<file path="src/rtl/vx_vec_scoreboard_pkg.sv">
// Shared types for the issue-slot scoreboard: instruction layout and sizing.
// Optional vector tracking is enabled by defining SCOREBOARD_VEC_EN.
`ifndef NR_BITS
`define NR_BITS 6
`endif

package vx_vec_scoreboard_pkg;
    localparam int ISSUE_WIS   = 4;
    localparam int ISSUE_WIS_W = 2;
    localparam int NR_W        = `NR_BITS;
    localparam int NUM_REGS    = 2 ** `NR_BITS;
    localparam int NUM_VREGS   = 32;
    localparam int NV_W        = 5;

    typedef struct packed {
        logic [31:0]            pc;
        logic [ISSUE_WIS_W-1:0] wis;
        logic                   wb;
        logic [NR_W-1:0]        rd;
        logic [NR_W-1:0]        rs1;
        logic [NR_W-1:0]        rs2;
        logic [NR_W-1:0]        rs3;
        logic                   is_vec;
        logic [NV_W-1:0]        vd;
        logic [NV_W-1:0]        vs1;
        logic [NV_W-1:0]        vs2;
    } data_t;
endpackage

</file>
<file path="src/rtl/vx_vec_scoreboard_pending_table.sv">
// Per-warp pending-write bit table with set-wins-over-clear update and
// combinational read ports that see only the registered state.
module vx_sb_pending_table #(
    parameter int NUM_WIS   = 4,
    parameter int N         = 64,
    parameter int WIS_W     = 2,
    parameter int IDX_W     = 6,
    parameter int NUM_RD    = 4,
    parameter bit MASK_ZERO = 1'b1
) (
    input  logic                           clk,
    input  logic                           reset,
    input  logic                           set_en,
    input  logic [WIS_W-1:0]               set_wis,
    input  logic [IDX_W-1:0]               set_idx,
    input  logic                           clr_en,
    input  logic [WIS_W-1:0]               clr_wis,
    input  logic [IDX_W-1:0]               clr_idx,
    input  logic [WIS_W-1:0]               rd_wis,
    input  logic [NUM_RD-1:0][IDX_W-1:0]   rd_idx,
    output logic [NUM_RD-1:0]              rd_pend
);
    logic [NUM_WIS-1:0][N-1:0] pend_q, pend_d;

    // Clear applied first so a same-cycle set on the same bit wins.
    always_comb begin
        pend_d = pend_q;
        if (clr_en)
            pend_d[clr_wis][clr_idx] = 1'b0;
        if (set_en && (!MASK_ZERO || set_idx != '0))
            pend_d[set_wis][set_idx] = 1'b1;
    end

    always_ff @(posedge clk or posedge reset) begin
        if (reset) pend_q <= '0;
        else       pend_q <= pend_d;
    end

    for (genvar g = 0; g < NUM_RD; g++) begin : g_rd
        assign rd_pend[g] = pend_q[rd_wis][rd_idx[g]] && (!MASK_ZERO || rd_idx[g] != '0);
    end
endmodule

</file>
<file path="src/rtl/vx_vec_scoreboard.sv">
// RAW/WAW hazard gate between ibuffer and operand collector; holds an
// instruction until its registers are clear. Vector tracking: SCOREBOARD_VEC_EN.
module vx_vec_scoreboard
    import vx_vec_scoreboard_pkg::*;
#(
    parameter int NUM_WIS   = vx_vec_scoreboard_pkg::ISSUE_WIS,
    parameter int NUM_REGS  = vx_vec_scoreboard_pkg::NUM_REGS,
    parameter int NUM_VREGS = vx_vec_scoreboard_pkg::NUM_VREGS,
    parameter int PERF_W    = 32
) (
    input  logic                   clk,
    input  logic                   reset,
    input  logic                   in_valid,
    input  data_t                  in_data,
    output logic                   in_ready,
    output logic                   out_valid,
    output data_t                  out_data,
    input  logic                   out_ready,
    input  logic                   wb_valid,
    input  logic [ISSUE_WIS_W-1:0] wb_wis,
    input  logic [NR_W-1:0]        wb_rd,
    input  logic                   wb_is_vec,
    input  logic                   wb_eop,
    output logic [PERF_W-1:0]      perf_stalls
);
    logic [3:0]        r_pend;
    logic              hazard_r, hazard_v, hazard, accept;
    logic              vec_set, vec_clr;
    logic              out_valid_q, out_valid_d;
    data_t             out_data_q, out_data_d;
    logic [PERF_W-1:0] perf_q, perf_d;

    vx_sb_pending_table #(
        .NUM_WIS(NUM_WIS), .N(NUM_REGS), .WIS_W(ISSUE_WIS_W),
        .IDX_W(NR_W), .NUM_RD(4), .MASK_ZERO(1'b1)
    ) u_scalar (
        .clk     (clk),
        .reset   (reset),
        .set_en  (accept && in_data.wb && !vec_set),
        .set_wis (in_data.wis),
        .set_idx (in_data.rd),
        .clr_en  (wb_valid && wb_eop && !vec_clr),
        .clr_wis (wb_wis),
        .clr_idx (wb_rd),
        .rd_wis  (in_data.wis),
        .rd_idx  ({in_data.rd, in_data.rs3, in_data.rs2, in_data.rs1}),
        .rd_pend (r_pend)
    );

    assign hazard_r = |(r_pend & {in_data.wb, 3'b111});

`ifdef SCOREBOARD_VEC_EN
    logic [2:0] v_pend;

    assign vec_set = in_data.is_vec;
    assign vec_clr = wb_is_vec;

    vx_sb_pending_table #(
        .NUM_WIS(NUM_WIS), .N(NUM_VREGS), .WIS_W(ISSUE_WIS_W),
        .IDX_W(NV_W), .NUM_RD(3), .MASK_ZERO(1'b1)
    ) u_vector (
        .clk     (clk),
        .reset   (reset),
        .set_en  (accept && in_data.wb && in_data.is_vec),
        .set_wis (in_data.wis),
        .set_idx (in_data.vd),
        .clr_en  (wb_valid && wb_eop && wb_is_vec),
        .clr_wis (wb_wis),
        .clr_idx (wb_rd[NV_W-1:0]),
        .rd_wis  (in_data.wis),
        .rd_idx  ({in_data.vd, in_data.vs2, in_data.vs1}),
        .rd_pend (v_pend)
    );

    assign hazard_v = in_data.is_vec && |(v_pend & {in_data.wb, 2'b11});
`else
    logic unused_vec;

    assign vec_set    = 1'b0;
    assign vec_clr    = 1'b0;
    assign hazard_v   = 1'b0;
    assign unused_vec = ^{in_data.is_vec, in_data.vd, in_data.vs1, in_data.vs2,
                          wb_is_vec, NUM_VREGS[0]};
`endif

    assign hazard   = hazard_r || hazard_v;
    assign in_ready = !hazard && (!out_valid_q || out_ready);
    assign accept   = in_valid && in_ready;

    always_comb begin
        out_valid_d = out_valid_q && !out_ready;
        out_data_d  = out_data_q;
        if (accept) begin
            out_valid_d = 1'b1;
            out_data_d  = in_data;
        end
        perf_d = perf_q + PERF_W'(in_valid && hazard);
    end

    always_ff @(posedge clk or posedge reset) begin
        if (reset) begin
            out_valid_q <= 1'b0;
            out_data_q  <= '0;
            perf_q      <= '0;
        end else begin
            out_valid_q <= out_valid_d;
            out_data_q  <= out_data_d;
            perf_q      <= perf_d;
        end
    end

    assign out_valid   = out_valid_q;
    assign out_data    = out_data_q;
    assign perf_stalls = perf_q;
endmodule
</file>
<file path="config.mk">
export PLATFORM = sky130hd
export DESIGN_NAME = vx_vec_scoreboard
export DESIGN_NICKNAME = d
export VERILOG_FILES = /design/src/rtl/vx_vec_scoreboard_pkg.sv /design/src/rtl/vx_vec_scoreboard_pending_table.sv /design/src/rtl/vx_vec_scoreboard.sv
export SDC_FILE = /design/constraint.sdc
export NUM_CORES = 1
export LEC_CHECK = 0
export ABC_CLOCK_PERIOD_IN_PS = 7690
export CORE_MARGIN = 3
export CORE_UTILIZATION = 53
export CTS_CLUSTER_SIZE = 30
export DETAILED_ROUTE_END_ITERATION = 6
export PLACE_DENSITY = 0.78
export SETUP_SLACK_MARGIN = 0.3
export SLEW_MARGIN = 0
export SYNTH_ARGS = -nofsm -noshare
export SYNTH_HDL_FRONTEND = slang
export SYNTH_HIERARCHICAL = 1
export SYNTH_SLANG_ARGS = --single-unit
</file>
<file path="constraint.sdc">
create_clock -name clk -period 7.69 [get_ports clk]
set_input_delay 0.769 -clock clk [delete_from_list [all_inputs] [get_ports clk]]
set_output_delay 0.769 -clock clk [all_outputs]
set_load 0.01 [all_outputs]
</file>
==> reports/qor.yml, run 1 <==
global_route:
  top_usage_layer: "met2"
  grtUsageMet2_pct: 51.8
  grt_max_degree: 187
  grt_pass1_vias: 17900
  grt_pass1_wl_mm: 107
  grt_usage_pct: 33.5
  met3_usage_pct: 11.0
  antenna_found_initial: 1
  grtUsageMet1_pct: 42.2
  grt.overflow.total: 0
sta:
  period_share_pct: 78.4
  relSlewSlack_pct: 13.9
  tightest_slew_ns: 1.29
  setup_viol: 0
  fin_tns_setup_ns: 0
  max_freq_mhz: 166
  fin_skew_ns: 0.0262
  rsz0062_at_grt: "no"
  drv_slew: 0
  final_hold_viol_count: 0
  min_period_ns: 6.03
final_layout:
  utilization_pct: 63.9
  fin_area_um2: 24400
  final_nets: 2100
  final_cell_mix: "510 x o21ai_0, 364 x dfrtp_1, 189 x clkdlybuf4s50_1, 174 x nand2_1, 152 x mux4_2"
  fill_cells: 2860
  mostFrequentLayoutCell: "o21ai_0"
  drive_gt1_share_pct: 18.2
  syn_to_final_growth_pct: 17.2
synth:
  ys_warn_count: 6
  syn_area_per_cell_um2: 11.0
  synth-seq-area-share_pct: 43.7
  synth_fp_nets: 1979
  synth.cell_area_um2: 20800
  synth_edf_count: 0
  async_flop_share_pct: 100
  ys_seq_elements: 364
  ys.flop_type: "dfrtp_1"
  syn-instance-count: 1886
  yosysUniqueCellTypes: 73
power_and_ir_drop:
  power.leakage_nw: 9.95
  power_density_nw_per_um2: 218
  vdd_drop_max_v: 0.000138
place:
  gp_congestion: 1.02
  dp_hpwl_mm: 45.2
  port_buffers: 197
  dpl_cell_area_um2: 23100
critical_path:
  path_cells: "clkdlybuf4s50_1 > inv_1 > a2111oi_0 > a311oi_1 > a311oi_1 > o221a_1 > a22oi_1 > a2111o_1 > a21oi_2 > and3_1 > nand2_1 > nor4_2 > nand2_1 > o21ai_0"
  slowest_delay_ns: 1.33
  worstPathArrival_ns: 6.47
  end_kind: "flop"
  start_kind: "input pin"
  ff2ff_path_depth: 12
  worst-path-max-fanout: 17
  r2r_end: "u_scalar/pend_q[4]"
  crit_slowest_cell: "clkdlybuf4s50_1"
  r2r_start: "u_scalar/pend_q[105]"
  worst-r2r-setup-slack_ns: 2.33
  critical_path_class: "in2reg"
  startpoint: "in_data[28]"
  crit_required_ns: 8.13
  worstSetupEndpoint: "u_scalar/pend_q[4]"
cts:
  cts_setup_buffers: 0
  clockBufferDepth: 3
  htree_levels: 2
  clkTransAtPathRegs_ns: 0.06
  holdBufCountCts: 0
  numCtsBuffers: 41
  clock-root-buffer: "clkbuf_16"
  clk_latency_ns: 0.57
  cts_tree: "done"
  cts_resized: 0
  clock_sinks: 364
drt:
  detail-route-antenna-nets: 0
  drcViolationCount: 1
  wire_per_inst_um: 27.8
  drt_wl_total_mm: 70.8
  vias: 18100
  drt_iter0_markers: 2647
  avgViaCountPerCell: 7.10
  drt-pass1-iter-count: 7
die:
  die_h_um: 204
  die_x_um: 204
  start_util_pct: 54.5
  die-area_um2: 41700
  num_rows: 71
  ioPinCount: 199
  core_um2: 38200
min_path:
  hp-class: "reg2reg"
run:
  cap_violations: 0
run_status:
  violations: "design-rule violations"
  status: "finished with violations"
-- worst min-delay path by stage --
stage	end	depth (start not counted)	slack (ns)	from
after CTS	perf_stalls[31]	1	0.47	perf_stalls[31]
after detailed placement	perf_stalls[31]	1	0.47	perf_stalls[31]
after floorplan	u_scalar/pend_q[233]	2	0.46	u_scalar/pend_q[233]
after global routing	perf_stalls[31]	1	0.49	perf_stalls[31]
after global placement	perf_stalls[31]	1	0.46	perf_stalls[31]
final	perf_stalls[31]	1	0.48	perf_stalls[31]
-- layout make-up --
class | count | area, um2 | area share [%]
antenna | 3 | 7.51 | 0.0308
sequential | 364 | 9110 | 37.3
multi-input combinational | 1353 | 11000 | 45.2
inverter | 15 | 62.6 | 0.256
timing repair buffer | 232 | 2220 | 9.08
clock inverter | 10 | 138 | 0.564
clock buffer | 63 | 1210 | 4.95
tap | 511 | 639 | 2.62
-- per-layer routing --
layer | part of all wire, % | vias up
met4 | 5.8 | 0
met1 | 35 | 9008
met3 | 13 | 287
met5 | 0 | -
li1 | - | 7423
met2 | 45 | 1405
-- registers in the layout, summed over array words and instances (netlist names) --
signal	count
out_data	75
out_valid	1
perf_stalls	32
u_scalar/pend_q	256
-- synthesized netlist by cell type, types with 7 or more instances --
master	count	share of area, %
mux2i_1	50	2.4
nand4_1	11	0.33
mux4_2	152	16
xnor2_1	12	0.50
dfrtp_1	364	44
xor2_1	18	0.76
mux2_4	39	2.8
buf_2	50	1.2
mux2_2	50	2.7
a22oi_1	29	1.0
a211oi_1	9	0.32
buf_1	9	0.16
buf_6	8	0.43
nor4_1	15	0.45
nand2b_1	8	0.24
o211ai_1	12	0.43
o21ai_0	510	12
and2_1	7	0.21
nand3_1	33	0.79
nor2_1	39	0.70
nand2_1	176	3.2
nand3b_1	7	0.25
a21oi_1	14	0.34
inv_1	14	0.25
clkbuf_1	85	1.5
and4_1	12	0.50
nor2b_1	16	0.48
nor3b_1	12	0.43
nor3_1	22	0.53
and3_1	9	0.27
-- report_power, final --
part | internal [W] | switching [W]
logic | 0.000593 | 0.000527
clock network | 0.00118 | 0.000787
registers | 0.00210 | 0.000121
total | 0.00388 | 0.00143
-- cell families after synthesis --
| logic type | synth area share, % |
|---|---|
| flip-flops | 43.7 |
| buffers and inverters | 3.73 |
| AO/OA/AOI/OAI | 17.0 |
| AND/OR/NAND/NOR | 9.29 |
| multiplexers | 24.9 |
| XOR/XNOR | 1.26 |
| adder cells (fa/ha/maj) | 0.180 |
-- worst max-delay path: cells and delay by family --
family | cells | cell delay (ns)
buffers and inverters | 2 | 1.65
AND/OR/NAND/NOR | 4 | 1.74
AO/OA/AOI/OAI | 8 | 2.31
-- per-stage QoR --
step / std cells / setup WS, ns / power, W / hold WS, ns
6_report: 2551 / 1.66 / 0.00531 / 0.477
2_1_floorplan: 1886 / 3.15 / 0.00278 / 0.462
3_5_place_dp: 2475 / 1.45 / 0.00336 / 0.471
4_1_cts: 2548 / 1.91 / 0.00533 / 0.474
5_1_grt: 2550 / 1.47 / 0.00550 / 0.489
3_3_place_gp: 2475 / 1.52 / 0.00333 / 0.458
Power figures use the tool's default switching activity.
==> inputs of run 2 (changes only) <==
ABC_CLOCK_PERIOD_IN_PS = 5900   (was 7690)
CORE_UTILIZATION = 58   (was 53)
PLACE_DENSITY = 0.81   (was 0.78)
clock period = 5.9 ns   (was 7.69 ns; I/O delays follow)
==> reports/qor.yml, run 2 (synthesis gave the netlist of run 1 again) <==
sta:
  fin_skew_ns: 0.0226
  tightest_slew_ns: 1.40
  min_period_ns: 5.21
  fin_tns_setup_ns: 0
  period_share_pct: 88.3
  relSlewSlack_pct: 6.23
  final_hold_viol_count: 0
  max_freq_mhz: 192
  drv_slew: 0
  setup_viol: 0
  rsz0062_at_grt: "no"
  hold_ws_ns: 0.480
global_route:
  antenna_found_initial: 3
  grt_usage_pct: 37.8
  grt.overflow.total: 0
  grt_pass1_vias: 18300
  grt_pass1_wl_mm: 111
  grt_max_degree: 164
final_layout:
  final_nets: 2144
  largest_reg_flops: 256
  mostFrequentLayoutCell: "o21ai_0"
  largest_register: "u_scalar/pend_q"
  drive_gt1_share_pct: 20.0
  syn_to_final_growth_pct: 18.5
  final_cell_mix: "510 x o21ai_0, 364 x dfrtp_1, 189 x clkdlybuf4s50_1, 174 x nand2_1, 152 x mux4_2"
cts:
  clock-root-buffer: "clkbuf_16"
  numCtsBuffers: 41
  clk_latency_ns: 0.56
  holdBufCountCts: 0
  clock_sinks: 364
  cts_tree: "done"
  htree_levels: 2
  cts_resized: 0
  clkTransAtPathRegs_ns: 0.06
  clockBufferDepth: 3
  cts_setup_buffers: 0
place:
  port_buffers: 197
  dp_hpwl_mm: 49.0
  gp_congestion: 1.04
die:
  die_h_um: 196
  die-area_um2: 38200
  core_um2: 35000
  die_x_um: 196
  ioPinCount: 199
  start_util_pct: 59.6
  num_rows: 68
drt:
  wire_per_inst_um: 29.0
  vias: 18500
  detail-route-antenna-nets: 0
  drt_iter0_markers: 2554
  drcViolationCount: 7
  avgViaCountPerCell: 7.30
  drt-pass1-iter-count: 7
  drt_wl_total_mm: 73.6
power_and_ir_drop:
  power_density_nw_per_um2: 281
  vdd_drop_max_v: 0.000280
  power.leakage_nw: 10.2
critical_path:
  worst-path-max-fanout: 9
  start_kind: "input pin"
  cp_top_family: "buffers and inverters"
  path_cells: "clkdlybuf4s50_1 > mux4_2 > o22ai_1 > nor4_1 > nor4_1 > a22o_1 > a22oi_1 > a2111o_1 > a21oi_2 > clkdlybuf4s50_1"
  crit_slowest_cell: "clkdlybuf4s50_1"
  end_kind: "output pin"
  crit_required_ns: 5.31
  worstPathArrival_ns: 4.62
  critical_path_class: "in2out"
  slowest_delay_ns: 1.01
  crit_buf_inv: 2
run:
  cap_violations: 0
min_path:
  hp-class: "reg2reg"
run_status:
  status: "finished with violations"
  violations: "design-rule violations"
-- run 2: changes by cell type in the layout (fill, tap and decap cells not counted), sizes merged --
cell / before / now
clkbuf: 63 / 55
buf: 43 / 87
clkinv: 3 / 10
-- run 2: report_power, final --
| group | total (W) | switching [W] | internal, W |
|---|---|---|---|
| clock | 0.00253 | 0.00104 | 0.00149 |
| combinational | 0.00149 | 0.000698 | 0.000790 |
| sequential | 0.00291 | 0.000173 | 0.00274 |
| total | 0.00693 | 0.00191 | 0.00502 |
-- run 2: metrics by stage --
| step | instances | setup slack, ns | utilization [%] | instance area (um2) | total power, W |
|---|---|---|---|---|---|
| 4_1_cts | 2535 | 0.836 | 70.5 | 24700 | 0.00694 |
| 3_5_place_dp | 2463 | 0.487 | 66.8 | 23400 | 0.00442 |
| 5_1_grt | 2536 | 0.602 | 70.6 | 24700 | 0.00714 |
| 2_1_floorplan | 1886 | 1.54 | - | 20800 | 0.00363 |
| 3_3_place_gp | 2463 | 0.518 | 66.8 | 23400 | 0.00436 |
| 6_report | 2538 | 0.689 | 70.6 | 24700 | 0.00693 |
-- run 2: metal layers --
layer	routed length (um)	part of all wire, %	up-vias	track usage, %
met3	10300	14	336	12.0
met5	19	0.026	-	0
met2	33100	45	1498	57.7
met4	4500	6.1	2	19.4
met1	25700	35	9195	49.0
li1	-	-	7503	-
-- run 2: cell type report --
| cell class | count | area (um2) |
|---|---|---|
| diodes | 3 | 7.51 |
| flip-flops and latches | 364 | 9110 |
| repair buffers | 276 | 2600 |
| fillers | 2429 | 10300 |
| inverters | 15 | 62.6 |
| well taps | 455 | 569 |
| clock inverters | 17 | 173 |
| clock buffers | 55 | 1140 |
| multi-input cells | 1353 | 11000 |
-- run 2: worst paths after layout --
kind	slack (ns)	cells after the start	from	to
worst min-delay path	0.48	1	perf_stalls[18]	perf_stalls[18]
worst min register to register	0.48	1	perf_stalls[18]	perf_stalls[18]
min in group asynchronous	0.60	2	reset	out_data[36]
worst max-delay path	0.69	10	in_data[28]	in_ready
worst max register to register	1.19	14	u_scalar/pend_q[105]	u_scalar/pend_q[129]
max in group asynchronous	3.90	4	reset	u_scalar/pend_q[110]
-- run 2: worst register-to-register path: cells and delay by family (launching register included) --
family                 cells  cell delay [ns]
flip-flops                 1             0.37
buffers and inverters      2             0.43
multiplexers               2             0.95
AND/OR/NAND/NOR            5             1.08
AO/OA/AOI/OAI              5             1.78
